**config.mk**
```make
export PLATFORM = sky130hd
export DESIGN_NAME = xcvr_spi_master
export DESIGN_NICKNAME = d
export VERILOG_FILES = /design/src/rtl/xcvr_spi_master.sv
export SDC_FILE = /design/constraint.sdc
export NUM_CORES = 1
export LEC_CHECK = 0
export ABC_AREA = 1
export CAP_MARGIN = 20
export CORE_UTILIZATION = 32
export CTS_CLUSTER_SIZE = 40
export DETAILED_ROUTE_END_ITERATION = 10
export GPL_TIMING_DRIVEN = 0
export PLACE_DENSITY = 0.43
export SYNTH_ARGS = -nofsm -noshare
export SYNTH_HDL_FRONTEND = slang
export SYNTH_SLANG_ARGS = --single-unit
```
**constraint.sdc**
```tcl
create_clock -name clk -period 3.88 [get_ports clk]
set_input_delay 0.388 -clock clk [delete_from_list [all_inputs] [get_ports clk]]
set_output_delay 0.388 -clock clk [all_outputs]
set_load 0.01 [all_outputs]
```
**src/rtl/xcvr_spi_master.sv**
```systemverilog
// Byte-oriented SPI master: TX/RX byte FIFOs around a strobe-paced shifter.
// SCK is derived from cpol and an internal phase bit, so it idles at cpol even while cpol changes.
module xcvr_spi_master #(
    parameter int LOG2_DEPTH = 4
) (
    input  logic       clk,
    input  logic       rst,
    input  logic       spiStrobe,
    input  logic [7:0] dataIn,
    input  logic       write,
    input  logic       read,
    input  logic       cpol,
    input  logic       cpha,
    input  logic       miso,
    output logic       mosi,
    output logic       sck,
    output logic       nCs,
    output logic       txDataPresent,
    output logic       txHalfFull,
    output logic       txFull,
    output logic       rxDataPresent,
    output logic       rxHalfFull,
    output logic       rxFull,
    output logic [7:0] dataOut
);
    localparam int DEPTH = 1 << LOG2_DEPTH;
    localparam logic [LOG2_DEPTH:0]   FULL_CNT = (LOG2_DEPTH+1)'(DEPTH);
    localparam logic [LOG2_DEPTH:0]   HALF_CNT = (LOG2_DEPTH+1)'(DEPTH / 2);
    localparam logic [LOG2_DEPTH:0]   CNT_ONE  = {{LOG2_DEPTH{1'b0}}, 1'b1};
    localparam logic [LOG2_DEPTH-1:0] PTR_ONE  = {{(LOG2_DEPTH-1){1'b0}}, 1'b1};

    typedef enum logic {IDLE, XFER} state_t;

    logic [7:0]            tx_mem_q [DEPTH];
    logic [7:0]            tx_mem_d [DEPTH];
    logic [LOG2_DEPTH-1:0] tx_wr_ptr_q, tx_wr_ptr_d, tx_rd_ptr_q, tx_rd_ptr_d;
    logic [LOG2_DEPTH:0]   tx_cnt_q, tx_cnt_d;
    logic [7:0]            rx_mem_q [DEPTH];
    logic [7:0]            rx_mem_d [DEPTH];
    logic [LOG2_DEPTH-1:0] rx_wr_ptr_q, rx_wr_ptr_d, rx_rd_ptr_q, rx_rd_ptr_d;
    logic [LOG2_DEPTH:0]   rx_cnt_q, rx_cnt_d;

    state_t     state_q, state_d;
    logic [7:0] tx_shift_q, tx_shift_d;
    logic [7:0] rx_shift_q, rx_shift_d;
    logic [4:0] cnt_q, cnt_d;
    logic       ph_q, ph_d;
    logic       mosi_q, mosi_d;
    logic       ncs_q, ncs_d;

    logic       tx_push, tx_pop, rx_push, rx_wr, rx_pop, load, sample;
    logic [7:0] rx_byte;

    assign tx_push = write && (tx_cnt_q != FULL_CNT);
    assign rx_wr   = rx_push && (rx_cnt_q != FULL_CNT);
    assign rx_pop  = read && (rx_cnt_q != '0);

    always_comb begin
        state_d    = state_q;
        tx_shift_d = tx_shift_q;
        rx_shift_d = rx_shift_q;
        cnt_d      = cnt_q;
        ph_d       = ph_q;
        mosi_d     = mosi_q;
        ncs_d      = ncs_q;
        load       = 1'b0;
        rx_push    = 1'b0;
        rx_byte    = rx_shift_q;
        sample     = ~cnt_q[0] ^ cpha;
        case (state_q)
            IDLE: begin
                if (spiStrobe && (tx_cnt_q != '0)) begin
                    load    = 1'b1;
                    ncs_d   = 1'b0;
                    state_d = XFER;
                end
            end
            XFER: begin
                if (spiStrobe) begin
                    if (cnt_q == 5'd16) begin
                        if (tx_cnt_q != '0) begin
                            load = 1'b1;
                        end else begin
                            ncs_d   = 1'b1;
                            state_d = IDLE;
                        end
                    end else begin
                        ph_d  = ~ph_q;
                        cnt_d = cnt_q + 5'd1;
                        // Even count before the toggle means this toggle is a leading edge.
                        if (sample) begin
                            rx_shift_d = {rx_shift_q[6:0], miso};
                        end else begin
                            mosi_d     = tx_shift_q[7];
                            tx_shift_d = {tx_shift_q[6:0], 1'b0};
                        end
                        if (cnt_q == 5'd15) begin
                            rx_push = 1'b1;
                            rx_byte = sample ? {rx_shift_q[6:0], miso} : rx_shift_q;
                        end
                    end
                end
            end
            default: state_d = IDLE;
        endcase
        // With cpha=0 bit 7 goes out at load, so the shifter is pre-advanced by one.
        if (load) begin
            tx_shift_d = cpha ? tx_mem_q[tx_rd_ptr_q] : {tx_mem_q[tx_rd_ptr_q][6:0], 1'b0};
            if (!cpha) begin
                mosi_d = tx_mem_q[tx_rd_ptr_q][7];
            end
            rx_shift_d = '0;
            cnt_d      = '0;
            ph_d       = 1'b0;
        end
    end

    assign tx_pop = load;

    always_comb begin
        tx_mem_d    = tx_mem_q;
        tx_wr_ptr_d = tx_wr_ptr_q;
        tx_rd_ptr_d = tx_rd_ptr_q;
        tx_cnt_d    = tx_cnt_q;
        if (tx_push) begin
            tx_mem_d[tx_wr_ptr_q] = dataIn;
            tx_wr_ptr_d           = tx_wr_ptr_q + PTR_ONE;
        end
        if (tx_pop) begin
            tx_rd_ptr_d = tx_rd_ptr_q + PTR_ONE;
        end
        case ({tx_push, tx_pop})
            2'b10:   tx_cnt_d = tx_cnt_q + CNT_ONE;
            2'b01:   tx_cnt_d = tx_cnt_q - CNT_ONE;
            default: tx_cnt_d = tx_cnt_q;
        endcase
    end

    always_comb begin
        rx_mem_d    = rx_mem_q;
        rx_wr_ptr_d = rx_wr_ptr_q;
        rx_rd_ptr_d = rx_rd_ptr_q;
        rx_cnt_d    = rx_cnt_q;
        if (rx_wr) begin
            rx_mem_d[rx_wr_ptr_q] = rx_byte;
            rx_wr_ptr_d           = rx_wr_ptr_q + PTR_ONE;
        end
        if (rx_pop) begin
            rx_rd_ptr_d = rx_rd_ptr_q + PTR_ONE;
        end
        case ({rx_wr, rx_pop})
            2'b10:   rx_cnt_d = rx_cnt_q + CNT_ONE;
            2'b01:   rx_cnt_d = rx_cnt_q - CNT_ONE;
            default: rx_cnt_d = rx_cnt_q;
        endcase
    end

    always_ff @(posedge clk) begin
        tx_mem_q <= tx_mem_d;
    end

    always_ff @(posedge clk or negedge rst) begin
        if (!rst) begin
            tx_wr_ptr_q <= '0;
            tx_rd_ptr_q <= '0;
            tx_cnt_q    <= '0;
            rx_mem_q    <= '{default: '0};
            rx_wr_ptr_q <= '0;
            rx_rd_ptr_q <= '0;
            rx_cnt_q    <= '0;
            state_q     <= IDLE;
            tx_shift_q  <= '0;
            rx_shift_q  <= '0;
            cnt_q       <= '0;
            ph_q        <= 1'b0;
            mosi_q      <= 1'b0;
            ncs_q       <= 1'b1;
        end else begin
            tx_wr_ptr_q <= tx_wr_ptr_d;
            tx_rd_ptr_q <= tx_rd_ptr_d;
            tx_cnt_q    <= tx_cnt_d;
            rx_mem_q    <= rx_mem_d;
            rx_wr_ptr_q <= rx_wr_ptr_d;
            rx_rd_ptr_q <= rx_rd_ptr_d;
            rx_cnt_q    <= rx_cnt_d;
            state_q     <= state_d;
            tx_shift_q  <= tx_shift_d;
            rx_shift_q  <= rx_shift_d;
            cnt_q       <= cnt_d;
            ph_q        <= ph_d;
            mosi_q      <= mosi_d;
            ncs_q       <= ncs_d;
        end
    end

    assign mosi          = mosi_q;
    assign sck           = cpol ^ ph_q;
    assign nCs           = ncs_q;
    assign txDataPresent = (tx_cnt_q != '0) || (state_q == XFER);
    assign txHalfFull    = tx_cnt_q >= HALF_CNT;
    assign txFull        = tx_cnt_q == FULL_CNT;
    assign rxDataPresent = rx_cnt_q != '0;
    assign rxHalfFull    = rx_cnt_q >= HALF_CNT;
    assign rxFull        = rx_cnt_q == FULL_CNT;
    assign dataOut       = rx_mem_q[rx_rd_ptr_q];

endmodule

```
==> impl_metrics.csv, run 1 <==
group,metric,value,unit
die,num_rows,77,
die,core_area,44220,um2
sta,holdWs,0.2208,ns
detailed_routing,dr.pass1.iters,5,
place,io_buffers,32,
finish,diodes,0,
sta,setup_viol,0,
synthesis,synth.cell_area,14350,um2
sta,slew_headroom,0.3241,
detailed_routing,drcViolationCount,0,
sta,worst_pin_slew,1.010,ns
global_route,grt_overflow_total,0,
sta,hold_viol,0,
power_and_ir_drop,ir_worst_vdd,0.3524,mV
detailed_routing,drt_iter0_drc,757,
min_path,hold_path.class,"input port to asynchronous set/reset pin",
setup_path,crit_type,"register to output port",
flow_run,max_cap_viol_count,0,
detailed_routing,wl_met3,1795,um
setup_path,reg2reg_depth,19,
clock_tree,clockBufferDepth,3,
sta,fin_crit_sh,0.9504,
place,place.gp.congestion,0.8177,
power_and_ir_drop,p_leak,7.400,nW
clock_tree,clock_sinks,307,
synthesis,synth.net_count,1633,
synthesis,synth_edf_count,128,
global_route,grt_antenna_before_repair,0,
sta,fmax,0.2712,GHz
synthesis,avgSynthCellArea,8.983,um2
detailed_routing,antenna_left,0,
die,die_h,213.7,um
global_route,grt_max_degree,104,
detailed_routing,num_vias,10874,
finish,nets,1709,
die,ioPinCount,33,
synthesis,synth_ff_type,"dfrtp_1",
detailed_routing,wl_per_cell,18.41,um
place,dp_hpwl,28800,um
sta,fin_skew,0.02857,ns
die,dieArea,45680,um2
detailed_routing,drt-met1-wl,18620,um
synthesis,ys_types,42,
detailed_routing,totalWireLength,42270,um
power_and_ir_drop,power.density,735.1,nW/um2
clock_tree,cts-root-buf,"clkbuf_16",
synthesis,async_flop_share,0.5831,
clock_tree,cts.repair.resized,0,
power_and_ir_drop,power,12.26,mW
clock_tree,clk_latency,0.57,ns
status,status,"completed",
synthesis,yosysWarningCount,0,
synthesis,synth_cells,1597,
setup_path,reg2reg_slack,0.52,ns
synthesis,ys_ff_latch,307,
detailed_routing,dr_wl_met2,20340,um
finish,final_core_util,0.3770,
setup_path,path_max_fanout,10,
synthesis,synth-seq-area-share,0.5802,
setup_path,cp-start-kind,"register",
detailed_routing,highest_layer,"met4",
clock_tree,cts_tree,"done",
clock_tree,cts_setup_buffers,0,
finish,layout-drive-gt1-share,0.07688,
finish,fill_cells,4518,
die,die_w,213.7,um
global_route,grt_pass1_vias,10739,
sta,rsz0062_at_grt,"false",
sta,fin_crit,3.688,ns
setup_path,worst_setup_path_end_kind,"output port",
detailed_routing,via_per_inst,4.736,
die,start_util,0.3244,
place,dpl_cell_area,15470,um2
global_route,grt_pass1_wl,65800,um
setup_path,arrival,3.30,ns
setup_path,crit_required,3.49,ns
finish,stdcell_area,16670,um2
sta,maxSlewViolCount,0,
clock_tree,numCtsBuffers,39,
finish,area_delta_synth_final,16.22,%
global_route,grtUsageTotal,0.1943,
clock_tree,clkTransAtPathRegs,0.05,ns
clock_tree,htree_num_levels,2,
-- critical path, stage by stage (launching register included) --
cell and delay (ns):
dfrtp_1 0.42, buf_2 0.22, inv_1 0.09, buf_2 0.23, clkbuf_1 0.49, o21ai_0 0.15, o221ai_1 0.30, o211ai_1 0.18
nand2_1 0.13, clkdlybuf4s50_1 0.53
-- layer usage --
metal	vias to the layer above	track usage
met3	74	0.02622
met4	0	0.08153
met1	5169	0.2517
li1	5401	-
met5	-	0
met2	230	0.3259
-- Yosys cell counts, types with 14 or more instances --
cell type | count | share of area
dfrtp_1 | 178 | 0.31
nand3_1 | 124 | 0.043
nor2_1 | 92 | 0.024
nand2_2 | 14 | 0.0061
o21ai_0 | 193 | 0.067
a21oi_1 | 32 | 0.011
ha_1 | 20 | 0.017
edfxtp_1 | 128 | 0.27
buf_2 | 21 | 0.0073
xor2_1 | 16 | 0.0098
nand2_1 | 468 | 0.12
clkbuf_1 | 37 | 0.0097
inv_1 | 165 | 0.043
-- layout by cell type, fill, tap and decap left out, types with 5 or more instances in the layout --
cell type	n
clkdlybuf4s50_1	31
o211ai_1	9
nor2_2	5
o221ai_1	13
xnor2_1	6
clkbuf_16	40
a21oi_1	32
nor2_1	92
o21ai_1	6
edfxtp_1	128
clkbuf_1	46
inv_1	165
nand2_1	468
xor2_1	16
nand3_1	124
nor3_2	5
o21ai_0	193
buf_2	21
nand4_1	6
nand2_2	14
ha_1	20
o22ai_1	13
dfrtp_1	178
clkinv_2	9
clkinv_1	13
buf_4	7
-- power by group --
part           total, mW  switching, mW  internal (mW)
combinational       4.64           3.20           1.44
sequential          4.19          0.287           3.90
clock               3.43           1.44           2.00
total               12.3           4.92           7.33
-- sequential cells by signal, summed over array words and instances (netlist names), 5 cells and up --
signal      count
rx_cnt_q        5
tx_cnt_q        5
tx_shift_q      8
cnt_q           5
rx_mem_q      128
rx_shift_q      8
tx_mem_q      128
-- metrics by stage --
| stage | cells | setup WS [ns] | TNS [ns] |
|---|---|---|---|
| finish | 2296 | 0.1923 | 0 |
| global route | 2296 | 0.0004647 | 0 |
| CTS | 2296 | 0.1238 | 0 |
| global placement | 2221 | -6.096 | -1084.48 |
| floorplan | 1597 | 1.074 | 0 |
| detailed placement | 2223 | 0.3860 | 0 |
-- repair_timing --
item	in CTS	in global routing
endpoints found under the setup margin	0	0
endpoints found under the hold margin	105	0
hold buffers	1	0
-- final timing paths --
| path | startpoint | endpoint |
|---|---|---|
| setup / recovery | rx_rd_ptr_q[0]$_DFFE_PN0N_ | dataOut[2] |
| hold / removal | rst | rx_cnt_q[4]$_DFFE_PN0P_ |
| hold reg to reg | rx_mem_q[93]$_DFFE_PN0P_ | rx_mem_q[93]$_DFFE_PN0P_ |
| setup reg to reg | cnt_q[0]$_DFFE_PN0P_ | rx_cnt_q[4]$_DFFE_PN0P_ |
| max in group asynchronous | rst | cnt_q[1]$_DFFE_PN0P_ |
| min in group clk | rx_mem_q[93]$_DFFE_PN0P_ | rx_mem_q[93]$_DFFE_PN0P_ |
-- cell families after synthesis --
group | after synthesis | share of synthesized area
AOI/OAI and AO/OA | 278 | 0.1074
xor gates and xnor gates | 22 | 0.01343
adders and majority gates | 20 | 0.01744
buffers and inverters | 245 | 0.07055
DFF | 307 | 0.5802
muxes | 1 | 0.0007849
and+or+nand+nor | 724 | 0.2101
-- area by class of cell --
| class | count | area, um2 | area share |
|---|---|---|---|
| Sequential cell | 307 | 8324 | 0.4992 |
| Multi-Input combinational cell | 1045 | 5010 | 0.3005 |
| Clock buffer | 51 | 1062 | 0.06371 |
| Tap cell | 592 | 740.7 | 0.04442 |
| Inverter | 171 | 646.9 | 0.03880 |
| Timing Repair Buffer | 35 | 390.4 | 0.02341 |
| Buffer | 74 | 365.4 | 0.02191 |
| Clock inverter | 21 | 133.9 | 0.008029 |
Note: power is estimated with default switching activity, not from simulation.
==> run 2, diff against run 1 <==
Settings changed: REMOVE_ABC_BUFFERS set to 1.
==> run 2 against run 1 <==
Non-clock buffer count decreased by 64. Final area decreased by 1.3%. Clock power decreased by 3%. Utilization decreased by 0.50 points. Cell count decreased by 3.0%. Sequential cell count unchanged. Sequential share of layout area increased by 0.70 points.
==> impl_metrics.csv, run 2 (same netlist as run 1, synthesis figures left out) <==
group,metric,value,unit
setup_path,path_max_fanout,19,
global_route,grtUsageTotal,0.1681,
die,die_w,213.7,um
min_path,hold_path.class,"input port to register",
sta,finalWorstSetupSlack,0.1866,ns
power_and_ir_drop,power.density,727.8,nW/um2
finish,area_delta_synth_final,14.70,%
sta,setup_viol,0,
detailed_routing,drt_iter0_drc,711,
global_route,grt_pass1_vias,9970,
detailed_routing,num_vias,10442,
detailed_routing,totalWireLength,36800,um
die,start_util,0.3244,
setup_path,crit_type,"register to output port",
sta,rsz0062_at_grt,"false",
sta,fin_skew,0.03013,ns
setup_path,cp_slowest_cell,"dfrtp_1",
detailed_routing,drcViolationCount,0,
place,dpl_cell_area,15250,um2
clock_tree,clk_latency,0.57,ns
place,dp_hpwl,22500,um
sta,maxSlewViolCount,0,
setup_path,crit_required,3.49,ns
setup_path,cp-start-kind,"register",
clock_tree,clock_sinks,307,
die,die_h,213.7,um
die,ioPinCount,33,
sta,fmax,0.2708,GHz
finish,layout-drive-gt1-share,0.06732,
clock_tree,numCtsBuffers,38,
sta,hold_viol,0,
place,pre_cts_slack,0.5567,ns
die,num_rows,77,
setup_path,path_buf_inv,2,
detailed_routing,wl_per_cell,16.53,um
global_route,grt_antenna_before_repair,0,
die,core_area,44220,um2
finish,final_cell_mix,"nand2_1 (468), o21ai_0 (193), dfrtp_1 (175)",
flow_run,max_cap_viol_count,0,
finish,stdcell_area,16450,um2
setup_path,cp_slowest_stage_delay,0.89,ns
finish,reg_top3,"rx_mem_q: 128 flops, tx_mem_q: 128 flops",
status,status,"completed",
sta,fin_crit_sh,0.9519,
setup_path,cpLargestDelayFamily,"buffers and inverters",
sta,worst_pin_slew,0.9535,ns
global_route,grt_pass1_wl,58310,um
setup_path,worst_setup_path_end_kind,"output port",
place,io_buffers,32,
finish,nets,1644,
sta,fin_crit,3.693,ns
clock_tree,cts-root-buf,"clkbuf_16",
clock_tree,clkTransAtPathRegs,0.06,ns
setup_path,crit_chain,"inv_1 > nand3_1 > nand3_1 > nand2_1 > clkdlybuf4s50_1",
sta,slew_headroom,0.3620,
global_route,grt_max_degree,103,
place,place.gp.congestion,0.7345,
clock_tree,cts_tree,"done",
setup_path,crit_top_cell,"nand3_1",
finish,diodes,0,
detailed_routing,antenna_left,0,
power_and_ir_drop,ir_worst_vdd,0.3703,mV
global_route,grt_overflow_total,0,
die,dieArea,45680,um2
setup_path,arrival,3.31,ns
clock_tree,clockBufferDepth,3,
finish,mostFrequentLayoutCell,"nand2_1",
power_and_ir_drop,p_leak,7.263,nW
finish,fill_cells,4503,
detailed_routing,dr.pass1.iters,5,
clock_tree,htree_num_levels,2,
detailed_routing,via_per_inst,4.691,
[run 2: cell count changes in the layout (fill, tap and decap cells not counted), moves of 3 or more]
cell and change:
dfrtp_1 -3, clkinv_1 -7, inv_1 -3, buf_6 -3, buf_12 +5, buf_2 -21
clkinv_2 -5, clkbuf_1 -32, buf_1 -4, buf_4 -4
[run 2: cell type report]
cell class,instances,area (um2),area share
Multi-Input combinational cell,1045,5010,0.3045
Sequential cell,307,8330,0.5063
Clock inverter,10,93.84,0.005703
Clock buffer,56,1059,0.06433
Inverter,171,653.1,0.03969
Tap cell,592,740.7,0.04502
Timing Repair Buffer,45,568.0,0.03452
[run 2: metrics by stage]
stage          hold WS [ns]  std cells  power, mW  setup TNS (ns)  utilization
2_1_floorplan       0.09241       1523      6.864               0            -
5_1_grt              0.4475       2226      12.82               0       0.3721
6_report             0.4369       2226      11.98               0       0.3721
3_3_place_gp         0.4560       2147      8.550        -1092.47       0.3402
4_1_cts              0.4139       2226      12.13               0       0.3720
3_5_place_dp         0.4616       2156      8.678               0       0.3448
[run 2: path summary, 6_finish.rpt]
| kind | from | to | slack, ns | cells after the start |
|---|---|---|---|---|
| min reg2reg | rx_mem_q[69]$_DFFE_PN0P_ | rx_mem_q[69]$_DFFE_PN0P_ | 0.47 | 2 |
| max reg2reg | cnt_q[0]$_DFFE_PN0P_ | rx_cnt_q[4]$_DFFE_PN0P_ | 0.68 | 16 |
| max | rx_rd_ptr_q[2]$_DFFE_PN0N_ | dataOut[5] | 0.19 | 5 |
| min in group asynchronous | rst | rx_mem_q[29]$_DFFE_PN0P_ | 0.47 | 2 |
| min | read | rx_rd_ptr_q[0]$_DFFE_PN0N_ | 0.44 | 3 |
| max in group asynchronous | rst | nCs$_DFFE_PN1P_ | 2.50 | 3 |
[run 2: timing repair]
action                     CTS  global route
setup endpoints to repair    4             1
resized for setup            1             3
hold buffers                 1             0
setup buffers                3             0
hold endpoints to repair   101             0
[run 2: report_power, final]
group          leakage (nW)  switching (mW)  internal (mW)
sequential             3.42           0.560           3.90
combinational          3.29            2.73           1.45
clock                 0.558            1.44           1.91
[run 2: layer usage]
layer,GRT usage,wire length (um),vias up
met5,0,0,-
met4,0.05837,852,0
met3,0.02534,1197,56
met2,0.2503,15910,144
met1,0.2475,18840,4990
li1,-,-,5252
[run 2: worst reg2reg max path, stage by stage (launching register included)]
cell and delay [ns]:
dfrtp_1 0.41, ha_1 0.22, nand2_1 0.09, nor2_1 0.05, ha_1 0.16, inv_1 0.17, nor2_2 0.09, nand2_2 0.37
ha_1 0.39, xor2_1 0.23, ha_1 0.18, a21o_1 0.10, nand2_1 0.07, o21ai_0 0.28, a21oi_1 0.13, o211ai_1 0.10
nand2_1 0.06
